--- config.mk ---
export PLATFORM = sky130hd
export DESIGN_NAME = wb_port_arbiter
export DESIGN_NICKNAME = d
export VERILOG_FILES = /design/src/rtl/wb_port_arbiter.sv
export SDC_FILE = /design/constraint.sdc
export NUM_CORES = 1
export LEC_CHECK = 0
export ABC_AREA = 0
export CORE_MARGIN = 1
export CORE_UTILIZATION = 50
export CTS_BUF_LIST = sky130_fd_sc_hd__clkbuf_2
export CTS_CLUSTER_DIAMETER = 40
export DETAILED_ROUTE_END_ITERATION = 10
export PLACE_DENSITY = 0.75
export SYNTH_ARGS = -nofsm -noshare
export SYNTH_HDL_FRONTEND = slang
export SYNTH_SLANG_ARGS = --single-unit
--- constraint.sdc ---
create_clock -name CLK -period 2.8 [get_ports CLK]
set_input_delay 0.56 -clock CLK [delete_from_list [all_inputs] [get_ports CLK]]
set_output_delay 0.56 -clock CLK [all_outputs]
set_load 0.02 [all_outputs]
--- src/rtl/wb_port_arbiter.sv ---
// Register-file write-port arbiter: pipeline writeback vs. buffered multi-cycle results,
// with a starvation limiter and halt drain. Optional stall counter behind WB_PERF_CNT_EN.
module wb_port_arbiter #(
  parameter int DEPTH        = 4,
  parameter int STARVE_LIMIT = 3
) (
  input  logic        CLK,
  input  logic        RST,
  input  logic        pl_wen,
  input  logic [4:0]  pl_rw,
  input  logic [31:0] pl_di,
  input  logic        pl_halt,
  output logic        pl_stall,
  input  logic        mc_valid,
  input  logic [4:0]  mc_rw,
  input  logic [31:0] mc_di,
  output logic        mc_ready,
  output logic        WEN_out,
  output logic [4:0]  Rw_out,
  output logic [31:0] Di_out,
  output logic        halted
`ifdef WB_PERF_CNT_EN
  ,
  output logic [31:0] stall_count
`endif
);

  localparam int PW = (DEPTH > 1) ? $clog2(DEPTH) : 1;
  localparam int CW = PW + 1;
  localparam int SW = (STARVE_LIMIT > 0) ? $clog2(STARVE_LIMIT + 1) : 1;

  typedef enum logic [1:0] {
    ST_RUN,
    ST_DRAIN,
    ST_HALTED
  } halt_state_e;

  logic [4:0]    rw_mem [DEPTH];
  logic [31:0]   di_mem [DEPTH];

  logic [PW-1:0] wr_ptr_q, wr_ptr_d;
  logic [PW-1:0] rd_ptr_q, rd_ptr_d;
  logic [CW-1:0] count_q, count_d;
  logic [SW-1:0] starve_q, starve_d;
  halt_state_e   state_q, state_d;
  logic          wen_q, wen_d;
  logic [4:0]    rw_q, rw_d;
  logic [31:0]   di_q, di_d;

  logic          fifo_empty;
  logic          halt_seen;
  logic          push;
  logic          pop;
  logic          pl_elig;
  logic          grant_pl;
  logic          grant_head;

  assign fifo_empty = (count_q == '0);
  assign halt_seen  = (state_q != ST_RUN);
  assign mc_ready   = (count_q != CW'(DEPTH));
  assign pl_stall   = (starve_q == SW'(STARVE_LIMIT));

  // Register 0 results complete the handshake but never occupy a slot.
  assign push = mc_valid && mc_ready && (mc_rw != 5'd0);

  assign pl_elig    = pl_wen && (pl_rw != 5'd0) && !pl_halt && !halt_seen && !pl_stall;
  assign grant_pl   = pl_elig;
  assign grant_head = !fifo_empty && (pl_stall || !pl_elig);
  assign pop        = grant_head;

  always_comb begin
    wr_ptr_d = wr_ptr_q;
    rd_ptr_d = rd_ptr_q;
    count_d  = count_q;
    if (push) begin
      wr_ptr_d = wr_ptr_q + PW'(1);
    end
    if (pop) begin
      rd_ptr_d = rd_ptr_q + PW'(1);
    end
    count_d = count_q + CW'(push) - CW'(pop);
  end

  always_comb begin
    starve_d = starve_q;
    if (fifo_empty || grant_head) begin
      starve_d = '0;
    end else if (starve_q < SW'(STARVE_LIMIT)) begin
      starve_d = starve_q + SW'(1);
    end
  end

  // Output register: Rw/Di hold their last value when nothing is granted.
  always_comb begin
    wen_d = 1'b0;
    rw_d  = rw_q;
    di_d  = di_q;
    if (grant_pl) begin
      wen_d = 1'b1;
      rw_d  = pl_rw;
      di_d  = pl_di;
    end else if (grant_head) begin
      wen_d = 1'b1;
      rw_d  = rw_mem[rd_ptr_q];
      di_d  = di_mem[rd_ptr_q];
    end
  end

  always_comb begin
    state_d = state_q;
    case (state_q)
      ST_RUN: begin
        if (pl_halt && !pl_stall) begin
          state_d = ST_DRAIN;
        end
      end
      ST_DRAIN: begin
        if (fifo_empty && !mc_valid) begin
          state_d = ST_HALTED;
        end
      end
      ST_HALTED: state_d = ST_HALTED;
      default:   state_d = ST_RUN;
    endcase
  end

  always_ff @(posedge CLK) begin
    if (push) begin
      rw_mem[wr_ptr_q] <= mc_rw;
      di_mem[wr_ptr_q] <= mc_di;
    end
  end

  always_ff @(posedge CLK or posedge RST) begin
    if (RST) begin
      wr_ptr_q <= '0;
      rd_ptr_q <= '0;
      count_q  <= '0;
      starve_q <= '0;
      state_q  <= ST_RUN;
      wen_q    <= 1'b0;
      rw_q     <= '0;
      di_q     <= '0;
    end else begin
      wr_ptr_q <= wr_ptr_d;
      rd_ptr_q <= rd_ptr_d;
      count_q  <= count_d;
      starve_q <= starve_d;
      state_q  <= state_d;
      wen_q    <= wen_d;
      rw_q     <= rw_d;
      di_q     <= di_d;
    end
  end

  assign WEN_out = wen_q;
  assign Rw_out  = rw_q;
  assign Di_out  = di_q;
  assign halted  = (state_q == ST_HALTED);

`ifdef WB_PERF_CNT_EN
  logic [31:0] stall_cnt_q;

  always_ff @(posedge CLK or posedge RST) begin
    if (RST) begin
      stall_cnt_q <= '0;
    end else if (pl_stall) begin
      stall_cnt_q <= stall_cnt_q + 32'd1;
    end
  end

  assign stall_count = stall_cnt_q;
`endif

endmodule
==> parameters.txt, run 1 <==
Parameter                              Value

Cells and area
  Number of antenna cells inserted    0
  Area taken by flip-flops and latches    5670 sq um
  Fraction of the core area covered by cells at the end of the flow    64.9%
  Most common cell after layout, fill and taps aside    sky130_fd_sc_hd__edfxtp_1
  Number of fill cells in the layout    1051
  Top library cells by usage in the layout, fill and taps aside    sky130_fd_sc_hd__edfxtp_1, sky130_fd_sc_hd__clkdlybuf4s50_1, sky130_fd_sc_hd__nand2_1
  Fraction of layout cells with a size suffix above 1    17.9%
  Final net count    683
  Area Growth Syn to Fin    24.3%
  Area used by multi-input combinational logic    1880 sq um

Clock network
  Number of buffers created by CTS    17
  Number of post-CTS setup repair buffers    0
  Count of hold buffers inserted by post-cts repair    0
  CTS sink count    197
  Library cell used as clock root buffer    sky130_fd_sc_hd__clkbuf_2
  Post-cts resize count    0
  CTS clk-pin slew, worst paths    0.26 ns
  Longest Clk Path Bufs    2
  CTS HTree Levels    4
  Clock tree from TritonCTS    yes
  Worst-Skew Late Latency    0.73 ns

Run status
  Status    finished clean

Floorplan
  Number of top-level pins    120
  Die outline width    126 um
  Die outline area    15900 sq um
  Core Box Area    14800 sq um
  Starting utilization of the core area    52.2%
  Die Span Y    126 um
  Core Rows    44

Place
  Number of buffer cells added on primary ports    119
  Post-detailed-placement half-perimeter wirelength    10.0 mm
  Final estimated routing congestion in global placement    0.752

Detailed routing
  Iteration count of the initial detailed-routing pass    6
  Via total after detailed routing    4335
  Routed wire length    15.3 mm
  Average via count per standard cell    5.49
  Initial DRC count    288
  Post-detailed-route wirelength per cell    19.4 um
  Detail Route Antenna Nets    0
  DRC viols    0

Timing
  Setup violations, final    0
  Transition time at the pin with the least slew margin    0.755 ns
  Achievable frequency    378 MHz
  Pins over their slew limit    0
  Worst rel slew slack    49.7%
  Final-layout setup total negative slack    0 ns
  Period Utilization, post-route    94.4%
  Minimum period implied by the final worst setup slack    2.64 ns
  RSZ-0062 raised after global routing    no
  Hold Vio Cnt, Final    0
  Largest clock skew in the final design    0.0245 ns

Synthesis
  Share of flip-flops with an asynchronous set or reset after synthesis    24.9%
  Library cell occupying the most area in the post-synthesis netlist    sky130_fd_sc_hd__edfxtp_1
  EDFF count, synth    148
  Post-Syn Area per Cell    17.1 sq um
  YS warnings    0
  Synth top area share    57.7%
  Number of instances in the synthesized netlist    451
  Top cells by area in the synthesized netlist    sky130_fd_sc_hd__edfxtp_1, sky130_fd_sc_hd__dfrtp_1, sky130_fd_sc_hd__mux4_2
  Top flip-flop cell by instance count after synthesis    sky130_fd_sc_hd__edfxtp_1
  Sequential share of the synthesized area    73.7%
  Syn Nets    542
  Cell Area, Synth    7700 sq um
  Yosys reg bits    197
  Synth unique cells    32

Worst setup path
  Required time of the worst setup path    2.24 ns
  Register-to-register path setup slack    0.22 ns
  CP Launch Type    flip-flop
  Data arrival time of the critical path    2.08 ns
  CP max stage cell    sky130_fd_sc_hd__clkdlybuf4s50_1
  Delay of the slowest cell on the worst path    0.63 ns
  Category of the critical setup timing path    reg -> out
  Cell Chain, Critical Path    nor2_1 > nand2_1 > clkdlybuf4s50_1
  CP max FO    5
  Capturing element type of the critical path    output port

GRT
  Maximum number of pins on one net before global-route repair    77
  Global-route wire length before repair    24.1 mm
  Vias in the first global route    4646
  Grt total ovfl    0
  Number of antenna violations at the first check in global routing    0
  All-layer global routing usage    20.6%

Run
  Number of violations of the max-capacitance limit    0

Pwr
  Leakage dissipation    3.47 nW
  Power density over the cells    1010 nW/um^2
  VDD IR max    0.000474 V

Hold path
  Worst min path class    in -> async
==> flip-flops by register name, indices dropped and copies added, names as in the netlist, 3 cells and up <==
name,count
Di_out,32
Rw_out,5
count_q,3
di_mem,128
rw_mem,20
==> worst paths after layout <==
kind / from / endpoint / cells after the start
worst max register to register: starve_q[0]$_DFFE_PP0P_ / count_q[2]$_DFF_PP0_ / 11
worst min-delay path: RST / rd_ptr_q[0]$_DFFE_PP0P_ / 2
min in group CLK: pl_di[0] / Di_out[0]$_DFFE_PP0P_ / 3
max in group asynchronous: RST / Di_out[25]$_DFFE_PP0P_ / 3
worst max-delay path: count_q[1]$_DFF_PP0_ / mc_ready / 3
worst min register to register: starve_q[0]$_DFFE_PP0P_ / starve_q[0]$_DFFE_PP0P_ / 1
==> Yosys cell counts, types with 2 or more instances <==
master / number
sky130_fd_sc_hd__buf_2: 7
sky130_fd_sc_hd__nand2_1: 71
sky130_fd_sc_hd__xnor2_1: 4
sky130_fd_sc_hd__buf_4: 4
sky130_fd_sc_hd__mux4_2: 37
sky130_fd_sc_hd__dfrtp_1: 49
sky130_fd_sc_hd__nor2_1: 35
sky130_fd_sc_hd__mux2_2: 2
sky130_fd_sc_hd__edfxtp_1: 148
sky130_fd_sc_hd__a211o_1: 2
sky130_fd_sc_hd__or4_1: 2
sky130_fd_sc_hd__inv_1: 9
sky130_fd_sc_hd__ha_1: 11
sky130_fd_sc_hd__and2_1: 5
sky130_fd_sc_hd__clkbuf_1: 10
sky130_fd_sc_hd__buf_6: 3
sky130_fd_sc_hd__nor3_1: 2
sky130_fd_sc_hd__a31oi_1: 34
sky130_fd_sc_hd__o221a_2: 2
sky130_fd_sc_hd__nand3_1: 2
==> kinds of logic after synthesis <==
| family | synth area share, % |
|---|---|
| xor gates and xnor gates | 0.569 |
| adders and majority gates | 2.05 |
| DFF | 73.7 |
| muxes | 11.3 |
| AOI/OAI and AO/OA | 3.80 |
| and+or+nand+nor | 6.45 |
| buffers and inverters | 2.21 |
==> power breakdown <==
part           internal (W)  switching, W  total [W]
registers           0.00398      0.000426    0.00440
clock network      0.000688      0.000931    0.00162
logic               0.00181       0.00180    0.00362
==> through the flow <==
| step | power [W] | std cells | setup slack (ns) | cell area (sq um) | hold slack, ns |
|---|---|---|---|---|---|
| after global placement | 0.00800 | 757 | -0.296 | 9260 | 0.431 |
| after CTS | 0.00976 | 789 | 0.0837 | 9570 | 0.113 |
| final | 0.00964 | 789 | 0.158 | 9570 | 0.194 |
| after floorplan | 0.00666 | 451 | 0.157 | 7700 | 0.419 |
| after detailed placement | 0.00813 | 757 | -0.404 | 9260 | 0.443 |
| after global routing | 0.0102 | 789 | 0.00550 | 9570 | 0.121 |
==> area by class of cell <==
class                      count  area share [%]
tap                          184            2.41
clock inverter                15            2.38
sequential                   197            59.3
inverter                       9           0.353
timing repair buffer         146            15.1
multi-input combinational    221            19.6
clock buffer                  17           0.889
==> worst max-delay path, delay by kind of cell (launching register included) <==
family | cells | cell delay (ns)
AND/OR/NAND/NOR | 2 | 0.20
buffers and inverters | 1 | 0.63
flip-flops | 1 | 0.54
==> layer usage <==
metal  part of all wire, %  GRT usage [%]  vias up
met4                   1.7           9.28        0
met1                    43           25.8     2188
met3                   4.6           4.67       21
met2                    51           34.4      134
li1                      -              -     1992
met5                     0              0        -
(Power assumes the default switching activity.)
==> run 2: changes to the inputs <==
--- a/config.mk
+++ b/config.mk
@@ -7,11 +7,11 @@
 export LEC_CHECK = 0
 export ABC_AREA = 0
 export CORE_MARGIN = 1
-export CORE_UTILIZATION = 50
+export CORE_UTILIZATION = 51
 export CTS_BUF_LIST = sky130_fd_sc_hd__clkbuf_2
 export CTS_CLUSTER_DIAMETER = 40
 export DETAILED_ROUTE_END_ITERATION = 10
-export PLACE_DENSITY = 0.75
+export PLACE_DENSITY = 0.76
 export SYNTH_ARGS = -nofsm -noshare
 export SYNTH_HDL_FRONTEND = slang
 export SYNTH_SLANG_ARGS = --single-unit
==> parameters.txt, run 2 (synthesis gave the netlist of run 1 again) <==
Parameter                              Value

Timing
  Pins over their slew limit    0 (unchanged)
  Worst rel slew slack    48.7% (-0.94 points)
  Final-layout setup total negative slack    0 ns (unchanged)
  Minimum period implied by the final worst setup slack    2.61 ns (-0.0332 ns)
  Setup violations, final    0 (unchanged)
  RSZ-0062 raised after global routing    no
  Final-layout worst hold slack    0.301 ns (+0.106 ns)
  Hold Vio Cnt, Final    0 (unchanged)
  Largest clock skew in the final design    0.0187 ns (-0.00580 ns)
  Transition time at the pin with the least slew margin    0.769 ns (+0.0142 ns)
  Period Utilization, post-route    93.2% (-1.2 points)
  Achievable frequency    383 MHz (+1.3%)

Cells and area
  Fraction of layout cells with a size suffix above 1    17.4% (-0.44 points)
  Top reg by flops    di_mem
  Max reg flops    128 (unchanged)
  Final non-filler cell total    788 (-0.13%)
  Post-layout instance area    9530 sq um (-0.41%)
  Number of fill cells in the layout    1048 (-0.29%)
  Final net count    681 (-0.29%)
  Most common cell after layout, fill and taps aside    sky130_fd_sc_hd__edfxtp_1
  Fraction of the core area covered by cells at the end of the flow    65.1% (+0.22 points)
  Area Growth Syn to Fin    23.8%
  Top library cells by usage in the layout, fill and taps aside    sky130_fd_sc_hd__edfxtp_1, sky130_fd_sc_hd__clkdlybuf4s50_1, sky130_fd_sc_hd__nand2_1

Clock network
  CTS clk-pin slew, worst paths    0.25 ns (about the same)
  CTS sink count    197 (unchanged)
  Library cell used as clock root buffer    sky130_fd_sc_hd__clkbuf_2
  Longest Clk Path Bufs    2 (unchanged)
  CTS HTree Levels    4 (unchanged)
  Number of post-CTS setup repair buffers    0 (unchanged)
  Post-cts resize count    0 (unchanged)
  Worst-Skew Late Latency    0.73 ns (about the same)
  Count of hold buffers inserted by post-cts repair    0 (unchanged)
  Clock tree from TritonCTS    yes
  Number of buffers created by CTS    17 (unchanged)

Detailed routing
  Initial DRC count    232 (-19%)
  Routed wire length    15.4 mm (+0.44%)
  DRC viols    28 (+28)
  Via total after detailed routing    4392 (+1.3%)
  Post-detailed-route wirelength per cell    19.5 um (+0.56%)
  Detail Route Antenna Nets    0 (unchanged)
  Average via count per standard cell    5.57 (+1.4%)
  Iteration count of the initial detailed-routing pass    8 (+2)

Pwr
  Power density over the cells    990 nW/um^2 (-1.7%)
  Net switching power figure    0.00313 W (-0.89%)
  Logic pwr share    38.9% (+1.4 points)
  Leakage dissipation    3.44 nW (-0.89%)
  Part of the total power dissipated in the clock network    14.4% (-2.4 points)
  VDD IR max    0.000471 V (-0.51%)
  Net switching share of the total power    33.2% (+0.40 points)
  Internal Pwr Total    0.00630 W (-2.7%)
  Share of total power in sequential cells    46.7% (+1.0 points)

Floorplan
  Core Box Area    14600 sq um (-0.75%)
  Starting utilization of the core area    52.6% (+0.39 points)
  Core Rows    44 (unchanged)
  Die outline area    15600 sq um (-1.9%)
  Die Span Y    125 um (-0.97%)
  Die outline width    125 um (-0.97%)
  Number of top-level pins    120 (unchanged)

Worst setup path
  Worst setup startpoint    state_q[0]$_DFFE_PP0P_
  Category of the critical setup timing path    reg -> out
  Data arrival time of the critical path    2.05 ns (-0.03 ns)
  Capturing element type of the critical path    output port
  Required time of the worst setup path    2.24 ns (about the same)
  CP Launch Type    flip-flop
  CP max FO    3 (-2)
  Register-to-register path setup slack    0.24 ns (+0.02 ns)
  Reg-to-reg critical path startpoint    starve_q[0]$_DFFE_PP0P_

Place
  Post-detailed-placement half-perimeter wirelength    9.84 mm (-1.8%)
  Placement Cell Area    9290 sq um (+0.39%)
  Number of cells after detailed placement    755 (-0.26%)
  Number of buffer cells added on primary ports    119 (unchanged)
  Final estimated routing congestion in global placement    0.714 (-5.1%)

GRT
  Maximum number of pins on one net before global-route repair    77 (unchanged)
  Global-route wire length before repair    24.4 mm (+1.1%)
  All-layer global routing usage    21.1% (+0.52 points)
  Number of antenna violations at the first check in global routing    1 (+1)
  Grt total ovfl    0 (unchanged)
  Vias in the first global route    4692 (+0.99%)

Run status
  Violations in the final reports    DRC
  Status    finished with violations

Hold path
  Worst min path class    in -> async

Run
  Number of violations of the max-capacitance limit    0 (unchanged)
run 2: layout make-up:
type	count	area (sq um)	area share, %
multi-input combinational	221	1880	19.7
clock inverter	13	140	1.47
antenna	1	2.50	0.0263
clock buffer	19	95.1	0.998
sequential	197	5670	59.5
inverter	9	33.8	0.354
timing repair buffer	144	1480	15.5
tap	184	230	2.42
run 2: worst paths after layout:
| check | to | cells past startpoint |
|---|---|---|
| min in group CLK | Di_out[10]$_DFFE_PP0P_ | 3 |
| worst min-delay path | Di_out[12]$_DFFE_PP0P_ | 3 |
| worst max-delay path | halted | 3 |
| worst min register to register | starve_q[0]$_DFFE_PP0P_ | 1 |
| max in group asynchronous | rd_ptr_q[0]$_DFFE_PP0P_ | 3 |
| worst max register to register | count_q[2]$_DFF_PP0_ | 11 |
run 2: critical path: stages, from the launching register on:
cell                              delay, ns
sky130_fd_sc_hd__dfrtp_1               0.45
sky130_fd_sc_hd__inv_1                 0.11
sky130_fd_sc_hd__ha_1                  0.16
sky130_fd_sc_hd__clkdlybuf4s50_1       0.61
run 2: per-layer routing:
metal  up-vias  routed length (um)  global-route usage [%]
met5         -                   0                       0
met4         0                 213                    7.32
met3        19                 759                    4.34
met2       139                7940                    36.4
met1      2243                6470                    26.6
li1       1991                   -                       -
run 2: power groups by stage:
stage          combinational, W  sequential [W]  clock [W]
4_1_cts                 0.00372         0.00443    0.00140
2_1_floorplan           0.00201         0.00465          0
5_1_grt                 0.00397         0.00450    0.00149
3_3_place_gp            0.00359         0.00443          0
6_report                0.00367         0.00441    0.00136
3_5_place_dp            0.00371         0.00450          0
run 2: stage by stage:
step / power, W / setup slack, ns
5_1_grt: 0.00996 / 0.0618
2_1_floorplan: 0.00666 / 0.157
4_1_cts: 0.00955 / 0.0976
6_report: 0.00944 / 0.191
3_3_place_gp: 0.00801 / -0.269
3_5_place_dp: 0.00821 / -0.419
